`src/rtl/sn74ls162_counter.sv`:
```
// SN74LS162 synchronous decade counter: sync clear/load, ripple carry.
// Define TTL_DELAY_EN to add T_CLK_Q / T_RCO output delays.
module sn74ls162_counter #(
  parameter int T_CLK_Q = 20,
  parameter int T_RCO   = 15
) (
  input  logic       clk,
  input  logic       clr_n,
  input  logic       load_n,
  input  logic       enp,
  input  logic       ent,
  input  logic [3:0] d,
  output logic [3:0] q,
  output logic       rco
);

  logic [3:0] cnt_nxt;
  logic [3:0] q_nxt;
  logic [3:0] ctl;

  assign ctl = {clr_n, load_n, enp, ent};

  // Decade step; states 10..15 fold back into 0..9 within two counts.
  always_comb begin
    cnt_nxt = 4'd0;
    case (q)
      4'd0:  cnt_nxt = 4'd1;
      4'd1:  cnt_nxt = 4'd2;
      4'd2:  cnt_nxt = 4'd3;
      4'd3:  cnt_nxt = 4'd4;
      4'd4:  cnt_nxt = 4'd5;
      4'd5:  cnt_nxt = 4'd6;
      4'd6:  cnt_nxt = 4'd7;
      4'd7:  cnt_nxt = 4'd8;
      4'd8:  cnt_nxt = 4'd9;
      4'd9:  cnt_nxt = 4'd0;
      4'd10: cnt_nxt = 4'd11;
      4'd11: cnt_nxt = 4'd6;
      4'd12: cnt_nxt = 4'd13;
      4'd13: cnt_nxt = 4'd4;
      4'd14: cnt_nxt = 4'd15;
      4'd15: cnt_nxt = 4'd2;
      default: cnt_nxt = 4'bxxxx;
    endcase
  end

  // Control priority clear > load > count > hold; unknown control
  // falls to the default and poisons q instead of picking a branch.
  always_comb begin
    q_nxt = q;
    case (ctl)
      4'b0000, 4'b0001, 4'b0010, 4'b0011,
      4'b0100, 4'b0101, 4'b0110, 4'b0111:
        q_nxt = 4'd0;
      4'b1000, 4'b1001, 4'b1010, 4'b1011:
        q_nxt = d;
      4'b1111:
        q_nxt = cnt_nxt;
      4'b1100, 4'b1101, 4'b1110:
        q_nxt = q;
      default:
        q_nxt = 4'bxxxx;
    endcase
  end

`ifdef TTL_DELAY_EN
  // State register with TTL clock-to-q delay.
  always_ff @(posedge clk) begin
    q <= #T_CLK_Q q_nxt;
  end

  assign #T_RCO rco = ent & (q == 4'd9);
`else
  localparam int unused_delays = T_CLK_Q + T_RCO;

  // State register, zero-delay functional model.
  always_ff @(posedge clk) begin
    q <= q_nxt;
  end

  assign rco = ent & (q == 4'd9);
`endif

endmodule

```
`config.mk`:
```
export PLATFORM = sky130hd
export DESIGN_NAME = sn74ls162_counter
export DESIGN_NICKNAME = d
export VERILOG_FILES = /design/src/rtl/sn74ls162_counter.sv
export SDC_FILE = /design/constraint.sdc
export NUM_CORES = 1
export LEC_CHECK = 0
export CAP_MARGIN = 20
export CORE_AREA = 2 2 39 41
export DETAILED_ROUTE_END_ITERATION = 10
export DIE_AREA = 0 0 41 43
export SLEW_MARGIN = 20
export SYNTH_ARGS = -nofsm -noshare
export SYNTH_HDL_FRONTEND = slang
export SYNTH_SLANG_ARGS = --single-unit
```
`constraint.sdc`:
```
create_clock -name clk -period 2.4 [get_ports clk]
set_clock_uncertainty 0.15 [all_clocks]
set_input_delay 0.48 -clock clk [delete_from_list [all_inputs] [get_ports clk]]
set_output_delay 0.48 -clock clk [all_outputs]
set_load 0.01 [all_outputs]
```
# Yosys cells after proc, flatten, opt, wreduce, memory -nomap -nowiden
# Memories as Yosys holds them, arrays and structs flattened. A register that Yosys moved wholly into a read port is not among the register bits.
# Index checks and enable logic that the tools add are counted.
[totals]
out_inout_bits = 5
register_bits = 4
mem_count = 1
word_cells = 25
in_bits = 9
romBits = 64
[memory_table]
columns = ["memory", "words", "word_bits", "rd", "rd_ports_with_merged_regs", "wr", "line_no", "text"]
rows = [
  ["(name not given)", 16, 4, 1, 1, 0, "26", "case (q)"],
]
[op_classes]
eq_ne = 16
reduce_logical = 4
n_mux = 2
bitwise = 1
[ops]
columns = ["operator", "n"]
rows = [
  ["equality test 4 bit, second input constant", 9],
  ["equality test 4 x 3 -> 1 bit, second input constant", 4],
  ["case mux 4 bit (3 select lines)", 1],
  ["equality test 4 x 2 -> 1 bit, second input constant", 2],
  ["OR reduction 8 bit", 1],
  ["equality test 4 x 1 -> 1 bit, second input constant", 1],
  ["logical NOT 4 bit", 1],
  ["two-way mux 4 bit", 1],
  ["OR reduction 4 bit", 1],
  ["OR reduction 3 bit", 1],
  ["bitwise AND 1 bit", 1],
]

# Logic depth before layout (Yosys ltp)
[logic_depth]
depth_word = 4
depth_mapped = 8
ltp_nobuf = 7

# Worst setup path before layout
# No wires, ideal clock.
[synth_path]
kind = "input to register"
start = "in load_n"
end = "reg cnt_nxt[1] (netlist name)"
stages = 6
path_buffers = 1
arrival_ps = 1583
setup_time_ps = 121
path_slack_ps = 547
path_cell_list = "clkbuf_2 > inv_1 > o21ai_0 > and2_1 > ha_1 > mux2_2"
[synth_via]
elab_chain_cells = 4
word_cells_on_any_way = 21
[synth_lines]
columns = ["element", "line_no", "text"]
rows = [
  ["from (decl)", "9", "input logic load_n,"],
  ["equality test 4 x 1 -> 1 bit (tied with other cells)", "51", "case (ctl)"],
  ["OR reduction 8 bit or OR reduction 4 bit (tied branches)", "51", ""],
  ["case mux 4 bit (3 select lines)", "51", ""],
  ["two-way mux 4 bit (no line) (*)", "--", ""],
]
# Mark *: on every way between the ends. The rest lies on a longest branch, timed or not.
# A chain may end at the register's enable or synchronous reset.

# Worst setup path after layout
[layout_path]
start = "in ent"
end = "out rco"
[layout_via]
elab_chain_cells = 1
[layout_lines]
columns = ["element", "line_no", "text"]
rows = [
  ["from (decl)", "11", "input logic ent,"],
  ["bitwise AND 1 bit", "81", "assign rco = ent & (q == 4'd9);"],
  ["to (decl)", "14", "output logic rco"],
]
# No other way between the ends.

==> metrics <==
Mean Syn Cell Area=10.1 sq um; # IOs=14; top layer in use=met4; DR vias/cell=4.88; Pins Over Slew Limit=0; DRT antenna net count=0; grt total ovfl=0; depth of the worst register-to-register path=5; Slew @ Worst Pin=roughly 0.30 ns; RSZ-0062 raised after global routing=no; post-DP HPWL=810 um; Setup Total Neg Slack=0 ns; Synth Net Count=between 50 and 60; Hold WC Path Type=reg -> reg; Yosys reg bits=8; Chip Height=43 um; dpl cell area=657 sq um; Setup crit end kind=output port; Netlist cell types=23; Crit path arrival time=1.62 ns; WL met2=502 um; Sinks on Clock Net=8; worst-skew pair later-pin latency=about 0.25 ns; maximum vdd ir drop=0.000195 V; NumNets Final=81; GRT Util Overall=0.147; HP Start=cnt_nxt[0]$_DFF_P_; final hold violations=0; post-CTS setup buffer count=0; CP startpoint kind=input pin; RR Endpoint=cnt_nxt[1]$_DFF_P_; first-pass GRT wire length=between 1.5 and 2 mm; vias in the first global route=429; die area=roughly 0.0018 sq mm; router iterations before antenna repair=1; std cell rows=14; DRT met1 WL=about 400 um; largest net degree at the start of global routing=7; design area=a little under 700 sq um; status=completed; Post-Syn Area=444 sq um; Core Footprint=0.00138 sq mm; IO buf count=13; Final period util=0.937; sequential area share after synthesis=0.451; max-cap violations=0; final WL=950 um; Gate Count Post-Synth=44; Met3 Wirelength=40 um; chip width=41 um; leak pwr=between 0.2 and 0.3 nW; DR iter-0 viols=0; CP required=1.77 ns; Worst Hold Endpoint=q[0]$_DFFE_PN_; CTS root buf=clkbuf_4; Fmax=between 400 and 500 MHz; CTS buffer count=3; H-Tree Depth=1; layout cells sized above 1=0.250; Clk pin slew, worst setup/hold paths=~0.050 ns; CTS tree=built; r2r setup slk=between 0.7 and 0.8 ns; worst reg2reg startpoint=q[0]$_DFFE_PN_; initial core utilization=0.321; critical path peak fanout=4; via count of the routed design=between 400 and 500; Rel. slew slack=0.797; final setup fails=0; WL per Instance=11.3 um; PwrDens=505 mW/mm^2; # diodes=0; gpl congestion=0.677; min Tclk post-route=approximately 2.2 ns; area grow syn2layout=52.7%; # DRC=0; Max clock buf depth=2; WHS Path Cells=2; synth warn=0; CP Class=in -> out; initial antenna violation count=0
==> cell type report <==
type	instances	area (sq um)
Sequential cell	8	200
Multi-Input combinational cell	32	228
Fill cell	149	706
Inverter	3	11.3
Timing Repair Buffer	22	196
Tap cell	16	20.0
Clock buffer	3	22.5
==> state kept, by name, summed over array words and instances (netlist names) <==
name / flops
cnt_nxt: 4
q: 4
==> where the power goes <==
group          switching (mW)  internal (mW)  leakage (nW)
Combinational          0.0293         0.0475         0.204
Sequential            0.00620          0.157        0.0780
Clock                  0.0456         0.0572        0.0138
Total                  0.0811          0.261         0.296
==> metrics by stage <==
stage	worst slack, ns	utilization	hold slack [ns]	power [mW]	std cells
3_3_place_gp	-0.0702	0.475	0.476	0.243	81
5_1_grt	0.0530	0.490	0.502	0.369	84
2_1_floorplan	0.547	-	0.392	0.196	44
3_5_place_dp	-0.140	0.475	0.476	0.244	81
6_report	0.151	0.490	0.479	0.342	84
4_1_cts	0.140	0.490	0.484	0.347	84
==> synthesized netlist by cell type, drive strengths merged <==
master | instances | area share
a21bo | 1 | 0.023
a21boi | 3 | 0.051
a21o | 1 | 0.017
a21oi | 1 | 0.011
a31o | 1 | 0.020
and2 | 2 | 0.028
and3 | 1 | 0.025
clkbuf | 1 | 0.011
dfxtp | 4 | 0.18
edfxtp | 4 | 0.27
ha | 2 | 0.056
inv | 3 | 0.025
mux2 | 1 | 0.025
mux2i | 2 | 0.045
nand2 | 5 | 0.048
nand2b | 2 | 0.028
nand3 | 1 | 0.011
nand3b | 1 | 0.017
nand4 | 3 | 0.042
nor3b | 1 | 0.017
o21ai | 3 | 0.034
o22ai | 1 | 0.014
==> critical path, stage by stage <==
cell and delay, ns:
clkdlybuf4s50_1 0.55, nand3b_1 0.10, nor3b_1 0.20, dlygate4sd2_1 0.29
==> what timing repair did <==
action | 4_1_cts | 5_1_grt
gates resized for setup | 1 | 0
endpoints found under the setup margin | 1 | 0
hold buffers | 0 | 0
==> cell usage in the layout, fill, tap and decap left out, drive strengths merged, types with 2 or more instances in the layout <==
cell type	count
clkdlybuf4s50	12
buf	9
nand2	5
dfxtp	4
edfxtp	4
inv	3
o21ai	3
nand4	3
a21boi	3
clkbuf	3
and2	2
nand2b	2
mux2i	2
ha	2
==> how the worst max path moves through the flow <==
stage,from,to,slack (ns),cells after the start
after floorplan,load_n,cnt_nxt[1]$_DFF_P_,0.55,6
after global placement,ent,rco,-0.07,4
after detailed placement,ent,rco,-0.14,4
after CTS,ent,rco,0.14,4
after global routing,ent,rco,0.05,4
final,ent,rco,0.15,4
==> kinds of logic (layout without fill, tap and decap cells) <==
family,Yosys count,after routing,share of synthesized area
compound gates,11,11,0.169
fa+ha+maj,2,2,0.0563
buf+inv,4,28,0.0366
flops,8,8,0.451
mux,3,3,0.0704
simple gates,16,16,0.217
==> metal layers <==
layer / global-route usage / vias up
met5: 0 / -
met4: 0.100 / 0
met3: 0.0314 / 2
met2: 0.244 / 8
met1: 0.152 / 190
li1: - / 210
No activity file was read; power rests on OpenSTA's default activity.
